--- config.mk ---
export PLATFORM = sky130hd
export DESIGN_NAME = axis_flit_injector_flat
export DESIGN_NICKNAME = d
export VERILOG_FILES = /design/src/rtl/axis_flit_injector_if.sv /design/src/rtl/axis_flit_injector.sv /design/src/flat_wrapper.sv
export SDC_FILE = /design/constraint.sdc
export NUM_CORES = 1
export LEC_CHECK = 0
export ABC_AREA = 1
export BUFFER_PORTS_ARGS = -buffer_cell sky130_fd_sc_hd__buf_2
export CAP_MARGIN = 20
export CELL_PAD_IN_SITES_DETAIL_PLACEMENT = 0
export CELL_PAD_IN_SITES_GLOBAL_PLACEMENT = 1
export CORE_MARGIN = 1
export CORE_UTILIZATION = 48
export CTS_CLUSTER_SIZE = 10
export DETAILED_ROUTE_END_ITERATION = 16
export HOLD_SLACK_MARGIN = 0.15
export MAX_ROUTING_LAYER = met4
export PLACE_DENSITY_LB_ADDON = 0.08
export SLEW_MARGIN = 20
export SYNTH_ARGS = -nofsm -noshare
export SYNTH_HDL_FRONTEND = slang
export SYNTH_SLANG_ARGS = --single-unit
--- constraint.sdc ---
create_clock -name clk_noc -period 22.9 [get_ports clk_noc]
set_input_delay 3.435 -clock clk_noc [delete_from_list [all_inputs] [get_ports clk_noc]]
set_output_delay 3.435 -clock clk_noc [all_outputs]
set_load 0.02 [all_outputs]
--- src/rtl/axis_flit_injector_if.sv ---
// Bundles the AXI-Stream beat input and the credit-based flit output of the NoC injection shim.
// The master side drives beats and returns credits; the slave side is the injector.
interface axis_flit_injector_if #(
    parameter int TDATA_WIDTH          = 128,
    parameter int DEST_WIDTH           = 4,
    parameter int SERIALIZATION_FACTOR = 4,
    parameter int FLIT_BUFFER_DEPTH    = 4
);
    localparam int FLIT_WIDTH   = TDATA_WIDTH / SERIALIZATION_FACTOR;
    localparam int CREDIT_WIDTH = $clog2(FLIT_BUFFER_DEPTH + 1);

    logic                    axis_tvalid;
    logic                    axis_tready;
    logic [TDATA_WIDTH-1:0]  axis_tdata;
    logic                    axis_tlast;
    logic [DEST_WIDTH-1:0]   axis_tdest;
    logic [FLIT_WIDTH-1:0]   data_out;
    logic [DEST_WIDTH-1:0]   dest_out;
    logic                    is_tail_out;
    logic                    send_out;
    logic                    credit_in;
    logic [CREDIT_WIDTH-1:0] credits_avail;
    logic                    credit_err;

    modport master (
        output axis_tvalid, axis_tdata, axis_tlast, axis_tdest, credit_in,
        input  axis_tready, data_out, dest_out, is_tail_out, send_out, credits_avail, credit_err
    );

    modport slave (
        input  axis_tvalid, axis_tdata, axis_tlast, axis_tdest, credit_in,
        output axis_tready, data_out, dest_out, is_tail_out, send_out, credits_avail, credit_err
    );
endinterface

--- src/rtl/axis_flit_injector.sv ---
// AXI-Stream to NoC flit injector: buffers whole beats, slices each into flits LSB-first,
// and issues one flit per cycle while the downstream flit buffer has credits.
module axis_flit_injector #(
    parameter int TDATA_WIDTH          = 128,
    parameter int DEST_WIDTH           = 4,
    parameter int SERIALIZATION_FACTOR = 4,
    parameter int FLIT_WIDTH           = TDATA_WIDTH / SERIALIZATION_FACTOR,
    parameter int FLIT_BUFFER_DEPTH    = 4,
    parameter int BUFFER_DEPTH         = 2,
    parameter int CREDIT_WIDTH         = $clog2(FLIT_BUFFER_DEPTH + 1)
) (
    input  logic                 clk_noc,
    input  logic                 rst_noc_sync,
    axis_flit_injector_if.slave  bus
);
    localparam int PTR_W = (BUFFER_DEPTH > 1) ? $clog2(BUFFER_DEPTH) : 1;
    localparam int CNT_W = $clog2(BUFFER_DEPTH + 1);
    localparam int IDX_W = (SERIALIZATION_FACTOR > 1) ? $clog2(SERIALIZATION_FACTOR) : 1;

    localparam logic [PTR_W-1:0]        PTR_LAST    = PTR_W'(BUFFER_DEPTH - 1);
    localparam logic [CNT_W-1:0]        CNT_FULL    = CNT_W'(BUFFER_DEPTH);
    localparam logic [IDX_W-1:0]        IDX_LAST    = IDX_W'(SERIALIZATION_FACTOR - 1);
    localparam logic [CREDIT_WIDTH-1:0] CREDIT_INIT = CREDIT_WIDTH'(FLIT_BUFFER_DEPTH);

    logic [TDATA_WIDTH-1:0] data_mem [BUFFER_DEPTH];
    logic [DEST_WIDTH-1:0]  dest_mem [BUFFER_DEPTH];
    logic                   last_mem [BUFFER_DEPTH];

    logic [PTR_W-1:0]        wr_ptr_reg, wr_ptr_next;
    logic [PTR_W-1:0]        rd_ptr_reg, rd_ptr_next;
    logic [CNT_W-1:0]        count_reg, count_next;
    logic [IDX_W-1:0]        idx_reg, idx_next;
    logic [CREDIT_WIDTH-1:0] credits_reg, credits_next;
    logic                    credit_err_reg, credit_err_next;
    logic                    send_reg, send_next;
    logic                    tail_reg, tail_next;
    logic [FLIT_WIDTH-1:0]   data_reg, data_next;
    logic [DEST_WIDTH-1:0]   dest_reg, dest_next;

    logic                   tready;
    logic                   push;
    logic                   issue;
    logic                   last_flit;
    logic                   pop;
    logic [TDATA_WIDTH-1:0] head_data;
    logic [FLIT_WIDTH-1:0]  flit_slices [SERIALIZATION_FACTOR];
    logic [FLIT_WIDTH-1:0]  cur_flit;

    // Ready looks only at the registered occupancy, so a pop never frees a slot in the same cycle.
    assign tready    = !rst_noc_sync && (count_reg < CNT_FULL);
    assign push      = bus.axis_tvalid && tready;
    assign issue     = (count_reg != '0) && (credits_reg != '0);
    assign last_flit = (idx_reg == IDX_LAST);
    assign pop       = issue && last_flit;
    assign head_data = data_mem[rd_ptr_reg];

    for (genvar gi = 0; gi < SERIALIZATION_FACTOR; gi++) begin : g_slice
        assign flit_slices[gi] = head_data[gi*FLIT_WIDTH +: FLIT_WIDTH];
    end

    if (SERIALIZATION_FACTOR == 1) begin : g_sel_single
        assign cur_flit = flit_slices[0];
    end else begin : g_sel_multi
        assign cur_flit = flit_slices[idx_reg];
    end

    always_comb begin
        wr_ptr_next     = wr_ptr_reg;
        rd_ptr_next     = rd_ptr_reg;
        count_next      = count_reg;
        idx_next        = idx_reg;
        credits_next    = credits_reg;
        credit_err_next = credit_err_reg;
        send_next       = 1'b0;
        tail_next       = tail_reg;
        data_next       = data_reg;
        dest_next       = dest_reg;

        if (push) begin
            wr_ptr_next = (wr_ptr_reg == PTR_LAST) ? '0 : wr_ptr_reg + PTR_W'(1);
        end
        if (pop) begin
            rd_ptr_next = (rd_ptr_reg == PTR_LAST) ? '0 : rd_ptr_reg + PTR_W'(1);
        end
        case ({push, pop})
            2'b10:   count_next = count_reg + CNT_W'(1);
            2'b01:   count_next = count_reg - CNT_W'(1);
            default: count_next = count_reg;
        endcase

        if (issue) begin
            idx_next  = last_flit ? '0 : idx_reg + IDX_W'(1);
            send_next = 1'b1;
            data_next = cur_flit;
            dest_next = dest_mem[rd_ptr_reg];
            tail_next = last_mem[rd_ptr_reg] && last_flit;
        end

        // A returned credit that would exceed the buffer depth is dropped and flagged.
        case ({issue, bus.credit_in})
            2'b10: credits_next = credits_reg - CREDIT_WIDTH'(1);
            2'b01: begin
                if (credits_reg == CREDIT_INIT) begin
                    credit_err_next = 1'b1;
                end else begin
                    credits_next = credits_reg + CREDIT_WIDTH'(1);
                end
            end
            default: credits_next = credits_reg;
        endcase
    end

    always_ff @(posedge clk_noc) begin
        if (rst_noc_sync) begin
            wr_ptr_reg     <= '0;
            rd_ptr_reg     <= '0;
            count_reg      <= '0;
            idx_reg        <= '0;
            credits_reg    <= CREDIT_INIT;
            credit_err_reg <= 1'b0;
            send_reg       <= 1'b0;
            tail_reg       <= 1'b0;
            data_reg       <= '0;
            dest_reg       <= '0;
        end else begin
            wr_ptr_reg     <= wr_ptr_next;
            rd_ptr_reg     <= rd_ptr_next;
            count_reg      <= count_next;
            idx_reg        <= idx_next;
            credits_reg    <= credits_next;
            credit_err_reg <= credit_err_next;
            send_reg       <= send_next;
            tail_reg       <= tail_next;
            data_reg       <= data_next;
            dest_reg       <= dest_next;
        end
    end

    always_ff @(posedge clk_noc) begin
        if (push) begin
            data_mem[wr_ptr_reg] <= bus.axis_tdata;
            dest_mem[wr_ptr_reg] <= bus.axis_tdest;
            last_mem[wr_ptr_reg] <= bus.axis_tlast;
        end
    end

    assign bus.axis_tready   = tready;
    assign bus.data_out      = data_reg;
    assign bus.dest_out      = dest_reg;
    assign bus.is_tail_out   = tail_reg;
    assign bus.send_out      = send_reg;
    assign bus.credits_avail = credits_reg;
    assign bus.credit_err    = credit_err_reg;
endmodule

--- src/flat_wrapper.sv ---
// flat-port wrapper written by rule: the top's interface ports become plain ports
module axis_flit_injector_flat 
#(
    parameter int TDATA_WIDTH          = 128,
    parameter int DEST_WIDTH           = 4,
    parameter int SERIALIZATION_FACTOR = 4,
    parameter int FLIT_WIDTH           = TDATA_WIDTH / SERIALIZATION_FACTOR,
    parameter int FLIT_BUFFER_DEPTH    = 4,
    parameter int BUFFER_DEPTH         = 2,
    parameter int CREDIT_WIDTH         = $clog2(FLIT_BUFFER_DEPTH + 1)
)
  (clk_noc, rst_noc_sync, bus_axis_tvalid, bus_axis_tdata, bus_axis_tlast, bus_axis_tdest, bus_credit_in, bus_axis_tready, bus_data_out, bus_dest_out, bus_is_tail_out, bus_send_out, bus_credits_avail, bus_credit_err);
  axis_flit_injector_if #(.TDATA_WIDTH(TDATA_WIDTH), .DEST_WIDTH(DEST_WIDTH), .SERIALIZATION_FACTOR(SERIALIZATION_FACTOR), .FLIT_BUFFER_DEPTH(FLIT_BUFFER_DEPTH)) bus_i ();
  input  logic clk_noc;
  input  logic rst_noc_sync;
  input wire logic [$bits(bus_i.axis_tvalid)-1:0] bus_axis_tvalid;
  input wire logic [$bits(bus_i.axis_tdata)-1:0] bus_axis_tdata;
  input wire logic [$bits(bus_i.axis_tlast)-1:0] bus_axis_tlast;
  input wire logic [$bits(bus_i.axis_tdest)-1:0] bus_axis_tdest;
  input wire logic [$bits(bus_i.credit_in)-1:0] bus_credit_in;
  output wire logic [$bits(bus_i.axis_tready)-1:0] bus_axis_tready;
  output wire logic [$bits(bus_i.data_out)-1:0] bus_data_out;
  output wire logic [$bits(bus_i.dest_out)-1:0] bus_dest_out;
  output wire logic [$bits(bus_i.is_tail_out)-1:0] bus_is_tail_out;
  output wire logic [$bits(bus_i.send_out)-1:0] bus_send_out;
  output wire logic [$bits(bus_i.credits_avail)-1:0] bus_credits_avail;
  output wire logic [$bits(bus_i.credit_err)-1:0] bus_credit_err;
  assign bus_i.axis_tvalid = bus_axis_tvalid;
  assign bus_i.axis_tdata = bus_axis_tdata;
  assign bus_i.axis_tlast = bus_axis_tlast;
  assign bus_i.axis_tdest = bus_axis_tdest;
  assign bus_i.credit_in = bus_credit_in;
  assign bus_axis_tready = bus_i.axis_tready;
  assign bus_data_out = bus_i.data_out;
  assign bus_dest_out = bus_i.dest_out;
  assign bus_is_tail_out = bus_i.is_tail_out;
  assign bus_send_out = bus_i.send_out;
  assign bus_credits_avail = bus_i.credits_avail;
  assign bus_credit_err = bus_i.credit_err;
  axis_flit_injector #(.TDATA_WIDTH(TDATA_WIDTH), .DEST_WIDTH(DEST_WIDTH), .SERIALIZATION_FACTOR(SERIALIZATION_FACTOR), .FLIT_WIDTH(FLIT_WIDTH), .FLIT_BUFFER_DEPTH(FLIT_BUFFER_DEPTH), .BUFFER_DEPTH(BUFFER_DEPTH), .CREDIT_WIDTH(CREDIT_WIDTH)) u_core (.clk_noc(clk_noc), .rst_noc_sync(rst_noc_sync), .bus(bus_i));
endmodule
==> metrics <==
global-route wire length before repair 39830 um; clock-pin slew of the registers on the worst-case setup and hold paths 0.06 ns; CP max-delay cell sky130_fd_sc_hd__buf_2; largest register by flop count u_core.data_mem; starting density of the core 0.4895; CP peak stage delay 0.19 ns; setup violators final 0; Power Dens Cells 92.29 mW/mm^2; reported leakage power 5.579 nW; total of hold buffers inserted after clock tree synthesis 0; Worst setup SP type input port; endpoints failing hold 0; count of flip-flops with a built-in enable after synthesis 266; number of detailed-route iterations in the first pass 5; largest area contributor in the netlist sky130_fd_sc_hd__edfxtp_1; CTS Sinks around 320; endpoint kind of the worst setup timing path output port; pin slew with the least headroom to its limit 1.018 ns; TritonCTS clock tree built; dominant register cell in the synthesized netlist sky130_fd_sc_hd__edfxtp_1; Die W 162.2 um; category of the critical setup timing path in -> out; number of register bits inferred by synthesis 315; # fillers about 2100; NetSw 322.1 uW; number of flip-flops under the largest register name 256; total DRC errors in the routed layout 0; leading cell types in the layout, fill and taps excluded sky130_fd_sc_hd__edfxtp_1 (266), sky130_fd_sc_hd__buf_2 (179), sky130_fd_sc_hd__inv_1 (138); antenna violations before repair 1; CP Launch Point rst_noc_sync; number of violations reported at the end of detailed-routing iteration 0 712; Clock Power Share 0.391; Tmin final 7.357 ns; deepest clock path buffer count 3; count of input and output buffers ~180; Top-Level Pins 180; slew margin rel. 0.3213; worst reg-to-reg setup slack 19.85 ns; critical register-to-register path endpoint u_core.bus.data_out[16]$_SDFFE_PP0N_; sequential area share after synthesis 0.7276; critical-path cell list buf_2 -> nor2_1 -> buf_2; Worst Reg-to-Reg Cells 7; HPWL after detailed placement around 15000 um; area of the die about 0.026 mm^2; Vert. Die Dim 162.2 um; WL/cell 17.39 um; via total after detailed routing 7816; pin count of the biggest net entering global routing 134; layout overhead on the synthesized area 17.34%; distinct cell type count of the synthesized netlist 27; number of gates given a new drive strength after cts 0; clock insertion delay at the later pin of the skew report 0.51 ns; cell area after synthesis 0.01233 mm^2; buffers and inverters on the worst path 2; Via-to-Cell Ratio 5.149; Arr. time, crit path 3.92 ns; maximum vdd ir drop 0.07203 mV; global-route usage over all layers 0.2083; total clock buffers created by CTS 37; post-CTS setup buffers 0; Util after Layout 0.5743; number of warnings printed during yosys synthesis 0; Int Pwr 1.013 mW; core box area 0.02518 mm^2; critical path fanouts, max 8; number of standard-cell rows in the floorplan between 50 and 60; most common cell after layout, fill and taps aside sky130_fd_sc_hd__edfxtp_1; Synth area leaders sky130_fd_sc_hd__edfxtp_1 (65%), sky130_fd_sc_hd__dfxtp_1 (8.0%), sky130_fd_sc_hd__o21ai_0 (4.3%), sky130_fd_sc_hd__inv_1 (4.2%), sky130_fd_sc_hd__a21oi_1 (4.2%); Post-layout nets 1305; worst path required time 19.47 ns; share of layout cells above drive strength 1 0.1988; vias in the first global route 6928; final WL 26400 um; Post-Route Skew between 0.01 and 0.015 ns; Setup TNS 0 ns; nets in the synthesized netlist approximately 1100; power after layout about 1.3 mW; result of the run completed; Remaining Overflow, GRT 0; Post-Synthesis Mean Instance Area 12.33 um^2; routability congestion estimate 0.7353; root buffer cell sky130_fd_sc_hd__clkbuf_16; fraction of the cycle the final worst path needs 0.3212; register share of total power 0.503; Gate power share 0.106; count of final max-slew check failures 0; switching portion of total power 0.2413; CP endpoint bus_axis_tready; share of async-settable or async-resettable flops after synthesis 0; maxcap violations 0; Synth Instances 1000; cell mode on critical path sky130_fd_sc_hd__buf_2; min-delay worst type reg -> reg; category of cells accounting for the largest share of critical-path delay buffers and inverters; Critical Path Stages 3; origin of the worst min-delay path u_core.bus.credit_err$_SDFFE_PP0P_; H-tree depth reported by CTS 2; antenna viol nets, final 0; fmax 135.9 MHz; area share of the leading cell type in the synthesized netlist 0.6481; RSZ-0062 raised after global routing no
[worst min-delay path, stage by stage, from the launching register on]
cell	delay, ns
sky130_fd_sc_hd__dfxtp_1	0.30
sky130_fd_sc_hd__inv_1	0.04
sky130_fd_sc_hd__a21oi_1	0.05
[area by class of cell]
class	count	area, um^2	share of cell area
clock buffers	59	1051	0.07267
diodes	1	2.502	0.0001730
well taps	330	412.9	0.02855
clock inverters	2	12.51	0.0008651
multi-input cells	484	2504	0.1731
repair buffers	188	979.7	0.06774
inverters	139	523.0	0.03616
flip-flops and latches	315	8977	0.6207
[worst min-delay path by stage]
stage	to	slack, ns	cells past startpoint
floorplan	u_core.bus.dest_out[3]$_SDFFE_PP0N_	0.49	2
global placement	u_core.bus.credit_err$_SDFFE_PP0P_	0.44	2
detailed placement	u_core.bus.credit_err$_SDFFE_PP0P_	0.44	2
CTS	u_core.bus.credit_err$_SDFFE_PP0P_	0.45	2
global route	u_core.bus.credit_err$_SDFFE_PP0P_	0.48	2
finish	u_core.bus.credit_err$_SDFFE_PP0P_	0.44	2
[metrics by stage]
stage	instance area, um^2	setup slack (ns)	hold slack, ns	std cells
6_report	14460	15.54	0.4435	1518
3_3_place_gp	13390	15.54	0.4353	1456
2_1_floorplan	12330	12.57	0.4891	1000
5_1_grt	14460	15.47	0.4792	1518
3_5_place_dp	13390	15.53	0.4393	1456
4_1_cts	14460	15.53	0.4481	1517
[routing by layer]
layer	global-route usage	up-vias	wire (um)
met2	0.2854	255	11390
li1	-	3859	-
met3	0.03447	41	1520
met4	0.05703	0	493
met1	0.3187	3661	13000
met5	-	-	0
[cell usage after synthesis, types with 2 or more instances]
cell                       count
sky130_fd_sc_hd__xor2_1        2
sky130_fd_sc_hd__nand2_1     116
sky130_fd_sc_hd__nand3_1      68
sky130_fd_sc_hd__buf_6         5
sky130_fd_sc_hd__a31oi_1       4
sky130_fd_sc_hd__buf_1         4
sky130_fd_sc_hd__nor2_1       11
sky130_fd_sc_hd__clkbuf_1     20
sky130_fd_sc_hd__dfxtp_1      49
sky130_fd_sc_hd__ha_1          2
sky130_fd_sc_hd__o21ai_0     105
sky130_fd_sc_hd__edfxtp_1    266
sky130_fd_sc_hd__buf_2        19
sky130_fd_sc_hd__o211ai_1     64
sky130_fd_sc_hd__a21oi_1     103
sky130_fd_sc_hd__buf_4        14
sky130_fd_sc_hd__inv_1       138
[cells by family after synthesis]
logic type               after synthesis  synth area share
flip-flops                           315            0.7276
AO/OA/AOI/OAI                        278            0.1267
buffers and inverters                201           0.07045
AND/OR/NAND/NOR                      200           0.06923
adder cells (fa/ha/maj)                3          0.003654
XOR/XNOR                               2          0.001421
multiplexers                           1         0.0009135
[power by group through the flow]
stage / clock network, mW / registers [mW] / logic (mW)
floorplan: 0 / 0.693 / 0.0776
CTS: 0.535 / 0.671 / 0.143
detailed placement: 0 / 0.683 / 0.143
finish: 0.522 / 0.671 / 0.142
global placement: 0 / 0.682 / 0.141
global route: 0.557 / 0.674 / 0.158
(Power assumes the default switching activity.)
